**config.mk**
```make
export PLATFORM = sky130hd
export DESIGN_NAME = pc_fetch_unit
export DESIGN_NICKNAME = d
export VERILOG_FILES = /design/src/rtl/pc_fetch_unit.sv
export SDC_FILE = /design/constraint.sdc
export NUM_CORES = 1
export LEC_CHECK = 0
export ABC_AREA = 0
export BUFFER_PORTS_ARGS = -buffer_cell sky130_fd_sc_hd__buf_2
export CORE_ASPECT_RATIO = 0.5
export CORE_MARGIN = 5
export CORE_UTILIZATION = 48
export CTS_CLUSTER_DIAMETER = 200
export DETAILED_ROUTE_END_ITERATION = 10
export MAX_ROUTING_LAYER = met4
export PLACE_DENSITY = 0.8
export SYNTH_ARGS = -nofsm -noshare
export SYNTH_HDL_FRONTEND = slang
export SYNTH_SLANG_ARGS = --single-unit
```
**constraint.sdc**
```tcl
create_clock -name clk -period 2.4 [get_ports clk]
set_input_delay 0.48 -clock clk [delete_from_list [all_inputs] [get_ports clk]]
set_output_delay 0.48 -clock clk [all_outputs]
set_load 0.005 [all_outputs]
```
**src/rtl/pc_fetch_unit.sv**
```systemverilog
// Program-counter stage: holds the fetch PC, feeds PC+4 to the next-PC mux, and
// sequences boot delay, stalls and taken-branch redirects for the fetch stage.
module pc_fetch_unit #(
   parameter int unsigned      WIDTH       = 32,
   parameter logic [WIDTH-1:0] RESET_PC    = '0,
   parameter int unsigned      BOOT_CYCLES = 2
) (
   input  logic             clk,
   input  logic             rst,
   input  logic             stall,
   input  logic             redirect,
   input  logic [WIDTH-1:0] next_pc,
   output logic [WIDTH-1:0] pc,
   output logic [WIDTH-1:0] pc_plus4,
   output logic             if_valid,
   output logic             flush_ifid,
   output logic             misalign_err,
   output logic [15:0]      stall_count
);

   localparam int unsigned CNT_W  = 4;
   localparam int unsigned SCNT_W = 16;
   localparam logic [CNT_W-1:0] BOOT_LAST = CNT_W'(BOOT_CYCLES - 1);

   localparam logic [1:0] ST_BOOT     = 2'd0;
   localparam logic [1:0] ST_RUN      = 2'd1;
   localparam logic [1:0] ST_STALL    = 2'd2;
   localparam logic [1:0] ST_REDIRECT = 2'd3;

   logic [1:0]        state, state_d;
   logic [CNT_W-1:0]  boot_cnt, boot_cnt_d;
   logic [WIDTH-1:0]  pc_d;
   logic              err_d;
   logic [SCNT_W-1:0] scnt_d;
   logic [WIDTH-1:0]  aligned_pc_c;
   logic              misaligned_c;

   assign pc_plus4     = pc + WIDTH'(4);
   assign aligned_pc_c = {next_pc[WIDTH-1:2], 2'b00};
   assign misaligned_c = |next_pc[1:0];

   // Next-state and next-register values; redirect always wins over stall.
   always_comb begin
      state_d    = state;
      boot_cnt_d = boot_cnt;
      pc_d       = pc;
      err_d      = misalign_err;
      scnt_d     = stall_count;
      case (state)
         ST_BOOT: begin
            boot_cnt_d = boot_cnt + CNT_W'(1);
            if (boot_cnt == BOOT_LAST) begin
               state_d = ST_RUN;
            end
         end
         ST_STALL: begin
            if (stall_count != '1) begin
               scnt_d = stall_count + SCNT_W'(1);
            end
            if (redirect) begin
               pc_d    = aligned_pc_c;
               err_d   = misalign_err | misaligned_c;
               state_d = ST_REDIRECT;
            end else if (!stall) begin
               state_d = ST_RUN;
            end
         end
         default: begin
            if (redirect) begin
               pc_d    = aligned_pc_c;
               err_d   = misalign_err | misaligned_c;
               state_d = ST_REDIRECT;
            end else if (stall) begin
               state_d = ST_STALL;
            end else begin
               pc_d    = aligned_pc_c;
               err_d   = misalign_err | misaligned_c;
               state_d = ST_RUN;
            end
         end
      endcase
   end

   // State and output registers; fetch controls are decoded from the next state.
   always_ff @(posedge clk) begin
      if (rst) begin
         state        <= ST_BOOT;
         boot_cnt     <= '0;
         pc           <= RESET_PC;
         misalign_err <= 1'b0;
         stall_count  <= '0;
         if_valid     <= 1'b0;
         flush_ifid   <= 1'b0;
      end else begin
         state        <= state_d;
         boot_cnt     <= boot_cnt_d;
         pc           <= pc_d;
         misalign_err <= err_d;
         stall_count  <= scnt_d;
         if_valid     <= (state_d == ST_RUN) || (state_d == ST_REDIRECT);
         flush_ifid   <= (state_d == ST_REDIRECT);
      end
   end

endmodule

```
==> Yosys cells after proc, flatten, opt, wreduce, memory -nomap -nowiden <==
Cells that the tools add are included.
{ "totals": {"ff_bits": 57, "latchBits": 0, "n_memories": 0, "romBits": 0, "word_cells": 38, "input_bits": 36, "output_inout_bits": 83, "ram_bits": 0} }
{ "op_classes": {"bitwise_logic": 2, "div_mod_pow": 0, "n_eq_ne": 7, "multipliers": 0, "magnitude_cmp": 0, "shift": 0, "mux": 14, "add_sub_neg": 3, "reduce_logical": 5} }
{ "ops": {"columns": ["op", "count"], "rows": [
  ["$mux W32", 3],
  ["$pmux W32 S2", 1],
  ["$add A32 B3 Y32 const B", 1],
  ["$add A16 B1 Y16 const B", 1],
  ["$ne A16 B16 Y1 const B", 1],
  ["$mux W2", 5],
  ["$add A4 B1 Y4 const B", 1],
  ["$eq A2 B2 Y1 const B", 2],
  ["$eq A4 B1 Y1 const B", 1],
  ["$pmux W2 S2", 1],
  ["$mux W1", 3],
  ["$reduce_and A3 Y1", 1],
  ["$eq A2 B1 Y1 const B", 1],
  ["$logic_not A2 Y1", 1],
  ["$ne A2 B1 Y1 const B", 1],
  ["$ne A2 B2 Y1 const B", 1],
  ["$pmux W1 S2", 1],
  ["$reduce_and A2 Y1", 1],
  ["$reduce_or A2 Y1", 1],
  ["$logic_or A1 B1 Y1", 1],
  ["$not A1 Y1", 1],
  ["$or A1 B1 Y1", 1]
]} }

==> Logic depth before layout (Yosys ltp) <==
Gate-level depths: netlist of the first run.
{ "logic_depth": {"word_depth": 5, "depth_mapped": 6, "ltp_nobuf": 5} }

==> Worst setup path before layout of the first run <==
Ideal clock, no wire load.
{ "synth_path": {"path_kind": "flip-flop to output port", "from": "register pc[14]", "to": "output pc_plus4[30]", "required_ps": 1920, "n_path_buf": 0, "arrival_time_ps": 1537, "path_slack_ps": 383, "path_stages_with_launch": 5, "path_cell_list": "dfxtp_1 > nand4_1 > nor4_1 > and3_1 > xor2_1"} }
{ "synth_via": {"elab_chain_len": 1} }
{ "synth_rtl": {"columns": ["item", "line_no", "rtl"], "rows": [
  ["start, declared", "13", "output logic [WIDTH-1:0] pc,"],
  ["start signal, assigned", "97", "pc <= pc_d;"],
  ["$add A32 B3 Y32", "38", "assign pc_plus4 = pc + WIDTH'(4);"],
  ["end, declared", "14", "output logic [WIDTH-1:0] pc_plus4,"]
]} }
No other way between the ends.

==> Final worst setup path of the first run <==
{ "layout_path": {"from": "register pc[2]", "to": "output pc_plus4[22]"} }
The elaborated chain is that of the path after synthesis.

==> results of run 1 <==
-- state kept, by name, summed over array words and instances, names as in the netlist --
signal,flops
pc,30
stall_count,16
boot_cnt,4
flush_ifid,1
if_valid,1
misalign_err,1
state,1
-- what timing repair did --
action | in CTS | in global routing
pin swaps | 0 | 1
gates resized for setup | 1 | 6
buffers inserted | 0 | 0
hold buffers | 0 | 0
setup endpoints to repair | 2 | 17
-- power by group --
part / internal, W / switching [W] / leakage [nW] / total, W
combinational: 0.000391 / 0.000445 / 1.11 / 0.000836
sequential: 0.00105 / 0.000192 / 0.442 / 0.00124
clock: 0.000492 / 0.000330 / 0.0760 / 0.000822
-- critical path: stages (launching register included) --
cell and delay [ps]:
dfxtp_1 380, ha_1 220, and4_1 240, nand3_1 220, nor3_1 250, xnor2_1 140
buf_2 130
-- Yosys cell counts (2+ instances only) --
cell | count | area share
nand3_1 | 15 | 0.027
o31ai_1 | 3 | 0.0081
and2_1 | 4 | 0.0090
nor4_2 | 2 | 0.0090
dfxtp_1 | 54 | 0.39
ha_1 | 4 | 0.018
nor4b_1 | 2 | 0.0063
and4b_1 | 2 | 0.0072
or4_1 | 3 | 0.0081
a21oi_1 | 41 | 0.074
and4_1 | 7 | 0.022
nor4_1 | 3 | 0.0067
clkbuf_1 | 16 | 0.022
nor2_1 | 14 | 0.019
and3_1 | 11 | 0.025
nor3_1 | 6 | 0.011
mux2_2 | 2 | 0.0081
buf_4 | 4 | 0.011
o21ai_0 | 8 | 0.014
xnor2_1 | 21 | 0.066
inv_1 | 8 | 0.011
nand4_1 | 14 | 0.031
a211oi_1 | 3 | 0.0081
or3_1 | 5 | 0.011
xor2_1 | 10 | 0.031
nor2b_1 | 4 | 0.0090
nand2_1 | 70 | 0.094
-- cell families after synthesis --
group / after synthesis / share of synthesized area
xor gates and xnor gates: 31 / 0.0976
DFF: 54 / 0.388
adders and majority gates: 4 / 0.0180
AOI/OAI and AO/OA: 60 / 0.119
and+or+nand+nor: 170 / 0.319
buffers and inverters: 29 / 0.0450
muxes: 3 / 0.0117
other: 1 / 0.00135
-- path summary, 6_finish.rpt --
check	from	to	cells past startpoint
worst min-delay path	next_pc[17]	pc[17]$_SDFFE_PP0P_	3
worst min register to register	misalign_err$_SDFFE_PP0P_	misalign_err$_SDFFE_PP0P_	2
worst max-delay path	pc[2]$_SDFFE_PP0P_	pc_plus4[22]	6
worst max register to register	if_valid$_SDFF_PP0_	stall_count[9]$_SDFFE_PP0P_	4
-- routing by layer --
| metal | share of wire | up-vias | GRT usage |
|---|---|---|---|
| li1 | - | 1438 | - |
| met1 | 0.44 | 1309 | 0.224 |
| met2 | 0.49 | 76 | 0.342 |
| met3 | 0.060 | 11 | 0.0476 |
| met4 | 0.014 | 0 | 0.0443 |
| met5 | 0 | - | - |
-- metrics by stage --
stage | instances | TNS [ps] | hold WS, ps
2_1_floorplan | 355 | 0 | 442
3_3_place_gp | 526 | 0 | 435
3_5_place_dp | 526 | 0 | 446
4_1_cts | 534 | 0 | 412
5_1_grt | 534 | -262 | 432
6_report | 534 | 0 | 418
-- layout make-up --
type                       instances  share of cell area
clock buffer                       5              0.0348
clock inverter                     3              0.0125
inverter                           8             0.00834
multi-input combinational        272               0.445
sequential                        54               0.302
tap                               73              0.0254
timing repair buffer             119               0.172
==> flow_metrics.py, run 1 <==
metrics = {
    "outcome": {
        "status": "finished clean",
    },
    "timing": {
        "fmax_mhz": 425,
        "final.period_utilization": 0.980,
        "final.min_clock_period_ps": 2350,
        "fin_ws_ps": 48.3,
        "hold_viol": 0,
        "max-slew-margin-rel": 0.654,
        "finalSetupViolations": 0,
        "rsz0062_at_grt": "yes",
        "skew_ps": 3.21,
        "tightest_slew_ps": 520,
        "drv_slew": 0,
    },
    "drt": {
        "drt_pass1_iterations": 4,
        "routedWlPerCell_um": 13.7,
        "drc": 0,
        "vias_per_cell": 5.31,
        "wl_mm": 7.30,
        "ant_nets": 0,
        "drtIter0Drc": 104,
        "vias": 2834,
    },
    "synth": {
        "yosysWarnings": 0,
        "synthFlopType": "dfxtp_1",
        "ys_async_sr_fraction": 0,
        "synth_seq_area_share": 0.388,
        "syn_inst": 352,
        "synth_seq_cells": 54,
        "syn_avg_cell_area_um2": 7.91,
        "synth-edff-count": 0,
        "syn_area_mm2": 0.00278,
        "synth_cell_types": 43,
    },
    "floorplanning": {
        "initial_core_util": 0.502,
        "fp.dieH_um": 63.8,
        "dieArea_mm2": 0.00751,
        "die_w_um": 118,
        "ioPinCount": 119,
        "placementRows": 19,
        "core_area_mm2": 0.00554,
    },
    "placement": {
        "io_buffers": 114,
        "placed_area_mm2": 0.00341,
        "pre_cts_ws_ps": 319,
        "place_hpwl_mm": 5.30,
        "gp_congestion": 0.854,
    },
    "final_layout": {
        "seqCellArea_mm2": 0.00109,
        "num-fill-cells": 531,
        "antenna_cells": 0,
        "area_growth_pct": 29.3,
        "fin_nets": 500,
        "drive_gt1_frac": 0.310,
        "multi_input_area_mm2": 0.00160,
        "final_cell_mix": "buf_2, nand2_1, dfxtp_1",
        "fin_util": 0.650,
        "layout_commonest_cell": "buf_2",
        "fin_area_mm2": 0.00360,
    },
    "clocking": {
        "worstSkewPairLatency_ps": 290,
        "cts-root-buf": "clkbuf_16",
        "cts_buffers": 5,
        "h-tree-depth": 2,
        "clkSinkCount": 54,
        "clkTransAtPathRegs_ps": 70,
        "cts_tree": "done",
        "clock_path_buffers": 2,
    },
    "critical_path": {
        "worstSetupPathType": "reg2out",
        "critPathMaxFanout": 5,
        "reg2reg_setup_slack_ps": 510,
        "cp.arrival_ps": 1870,
        "required_ps": 1920,
        "endpoint_kind": "output port",
        "cp-start-kind": "register",
    },
    "grt": {
        "first_global_vias": 2622,
        "overflow": 0,
        "grt_max_degree": 31,
        "grt.total_usage": 0.193,
        "grt_first_pass_wirelength_mm": 12.2,
        "grt_antenna_before_repair": 0,
    },
    "pwr": {
        "leakagePower_nw": 1.63,
        "p_per_area_mw_per_mm2": 806,
        "totalPowerFinal_w": 0.00290,
        "ir_drop_mv": 0.452,
    },
    "worst_hold_path": {
        "worstHoldPathType": "in2reg",
    },
    "run": {
        "cap_viol_max_count": 0,
    },
}
Power figures use the tool's default switching activity.
==> run 2: changes to the inputs <==
==> constraint.sdc (replaced) <==
create_clock -name clk -period 2.4 [get_ports clk]
set_input_delay 0.24 -clock clk [delete_from_list [all_inputs] [get_ports clk]]
set_output_delay 0.24 -clock clk [all_outputs]
set_load 0.005 [all_outputs]
==> run 2 against run 1 <==
  * Via count is 0.49% higher
  * Setup slack improved by 150 ps
  * Design area hardly changed
  * Routed wire length grew 2.2%
  * Sequential cell count did not move
  * Critical path type unchanged
  * Critical endpoint is now pc_plus4[28]
  * Highest routed layer unchanged
==> flow_metrics.py, run 2 (synthesized netlist as in run 1, its figures left out) <==
metrics = {
    "outcome": {
        "status": "finished clean",
    },
    "floorplanning": {
        "initial_core_util": 0.502,
        "ioPinCount": 119,
        "fp.dieH_um": 63.8,
        "core_area_mm2": 0.00554,
        "die_w_um": 118,
        "dieArea_mm2": 0.00751,
        "placementRows": 19,
    },
    "pwr": {
        "leakagePower_nw": 1.64,
        "p_per_area_mw_per_mm2": 840,
        "ir_drop_mv": 0.445,
    },
    "critical_path": {
        "cp.arrival_ps": 1960,
        "critPathMaxFanout": 8,
        "worstSetupPathType": "reg2out",
        "rr_endpoint": "stall_count[9]$_SDFFE_PP0P_",
        "setup.worst_path.start": "pc[14]$_SDFFE_PP0P_",
        "r2r_cells": 4,
        "cp-start-kind": "register",
        "r2r_start": "if_valid$_SDFF_PP0_",
        "endpoint_kind": "output port",
        "required_ps": 2160,
        "crit_end": "pc_plus4[28]",
        "reg2reg_setup_slack_ps": 540,
    },
    "clocking": {
        "cts_buffers": 5,
        "clkSinkCount": 54,
        "cts_hold_buf": 0,
        "clkTransAtPathRegs_ps": 70,
        "cts_tree": "done",
        "cts-root-buf": "clkbuf_16",
        "post_cts_resized": 0,
        "worstSkewPairLatency_ps": 290,
        "clock_path_buffers": 2,
        "postCtsSetupRepairBufs": 0,
        "h-tree-depth": 2,
    },
    "drt": {
        "vias_per_cell": 5.33,
        "drt_pass1_iterations": 4,
        "ant_nets": 0,
        "vias": 2848,
        "drtIter0Drc": 143,
        "wl_mm": 7.46,
        "drc": 0,
        "routedWlPerCell_um": 14.0,
    },
    "grt": {
        "use_met2": 0.346,
        "overflow": 0,
        "grt_antenna_before_repair": 0,
        "grt.total_usage": 0.202,
        "grt_first_pass_wirelength_mm": 12.7,
        "first_global_vias": 2700,
        "gr-usage-met1": 0.242,
        "met3_usage": 0.0476,
        "grt_max_degree": 32,
        "busiest_layer": "met2",
    },
    "final_layout": {
        "instances_no_fill": 534,
        "num-fill-cells": 500,
        "top_regs": "pc (30), stall_count (16), boot_cnt (4)",
        "final_cell_mix": "buf_2, nand2_1, dfxtp_1",
        "layout_commonest_cell": "buf_2",
        "fin_nets": 500,
        "largest_register": "pc",
        "largest_register_ffs": 30,
        "drive_gt1_frac": 0.295,
        "area_growth_pct": 29.2,
        "antenna_cells": 0,
    },
    "placement": {
        "place_hpwl_mm": 5.50,
        "dpl.cell_count": 526,
        "io_buffers": 114,
        "gp_congestion": 0.824,
    },
    "timing": {
        "skew_ps": 6.91,
        "hold_viol": 0,
        "max-slew-margin-rel": 0.660,
        "final.min_clock_period_ps": 2200,
        "fmax_mhz": 455,
        "setup-tns-final_ps": 0,
        "holdWs_ps": 184,
        "finalSetupViolations": 0,
        "rsz0062_at_grt": "no",
        "tightest_slew_ps": 505,
        "drv_slew": 0,
        "final.period_utilization": 0.916,
    },
    "worst_hold_path": {
        "min_path_cells": 3,
        "min-delay-start": "next_pc[18]",
        "worstHoldPathType": "in2reg",
    },
    "run": {
        "cap_viol_max_count": 0,
    },
}
==> run 2: stage by stage <==
stage / total power, W / setup slack (ps) / area (µm²) / utilization
2_1_floorplan: 0.00172 / 623 / 2790 / -
3_3_place_gp: 0.00209 / 577 / 3400 / 0.614
3_5_place_dp: 0.00211 / 569 / 3400 / 0.614
4_1_cts: 0.00305 / 212 / 3600 / 0.649
5_1_grt: 0.00323 / 12.7 / 3600 / 0.649
6_report: 0.00302 / 203 / 3600 / 0.649
==> run 2: power by group <==
| part | internal (W) | total [W] | switching (W) |
|---|---|---|---|
| logic | 0.000389 | 0.000843 | 0.000454 |
| clock network | 0.000600 | 0.000938 | 0.000338 |
| registers | 0.00105 | 0.00124 | 0.000192 |
| total | 0.00204 | 0.00302 | 0.000984 |
==> run 2: metal layers <==
metal / part of all wire / vias to the layer above
met3: 0.052 / 4
met4: 0.0071 / 0
met1: 0.45 / 1330
li1: - / 1436
met5: 0 / -
met2: 0.49 / 78
==> run 2: worst min-delay path by stage <==
stage	end	slack, ps
2_1_floorplan	pc[31]$_SDFFE_PP0P_	380
3_3_place_gp	misalign_err$_SDFFE_PP0P_	430
3_5_place_dp	misalign_err$_SDFFE_PP0P_	440
4_1_cts	pc[18]$_SDFFE_PP0P_	180
5_1_grt	pc[18]$_SDFFE_PP0P_	180
6_report	pc[18]$_SDFFE_PP0P_	180
==> run 2: critical path, stage by stage (launching register included) <==
cell	delay [ps]
dfxtp_1	450
nand4_1	250
nor4_1	330
buf_4	180
nand4_1	110
xnor2_1	210
buf_2	150
==> run 2: cell type report <==
type                    instances  area, µm²  share of cell area
inverters                       8       30.0             0.00835
repair buffers                119        608               0.169
well taps                      73       91.3              0.0254
flip-flops and latches         54       1080               0.301
multi-input cells             272       1590               0.443
clock inverters                 3       68.8              0.0191
clock buffers                   5        125              0.0348
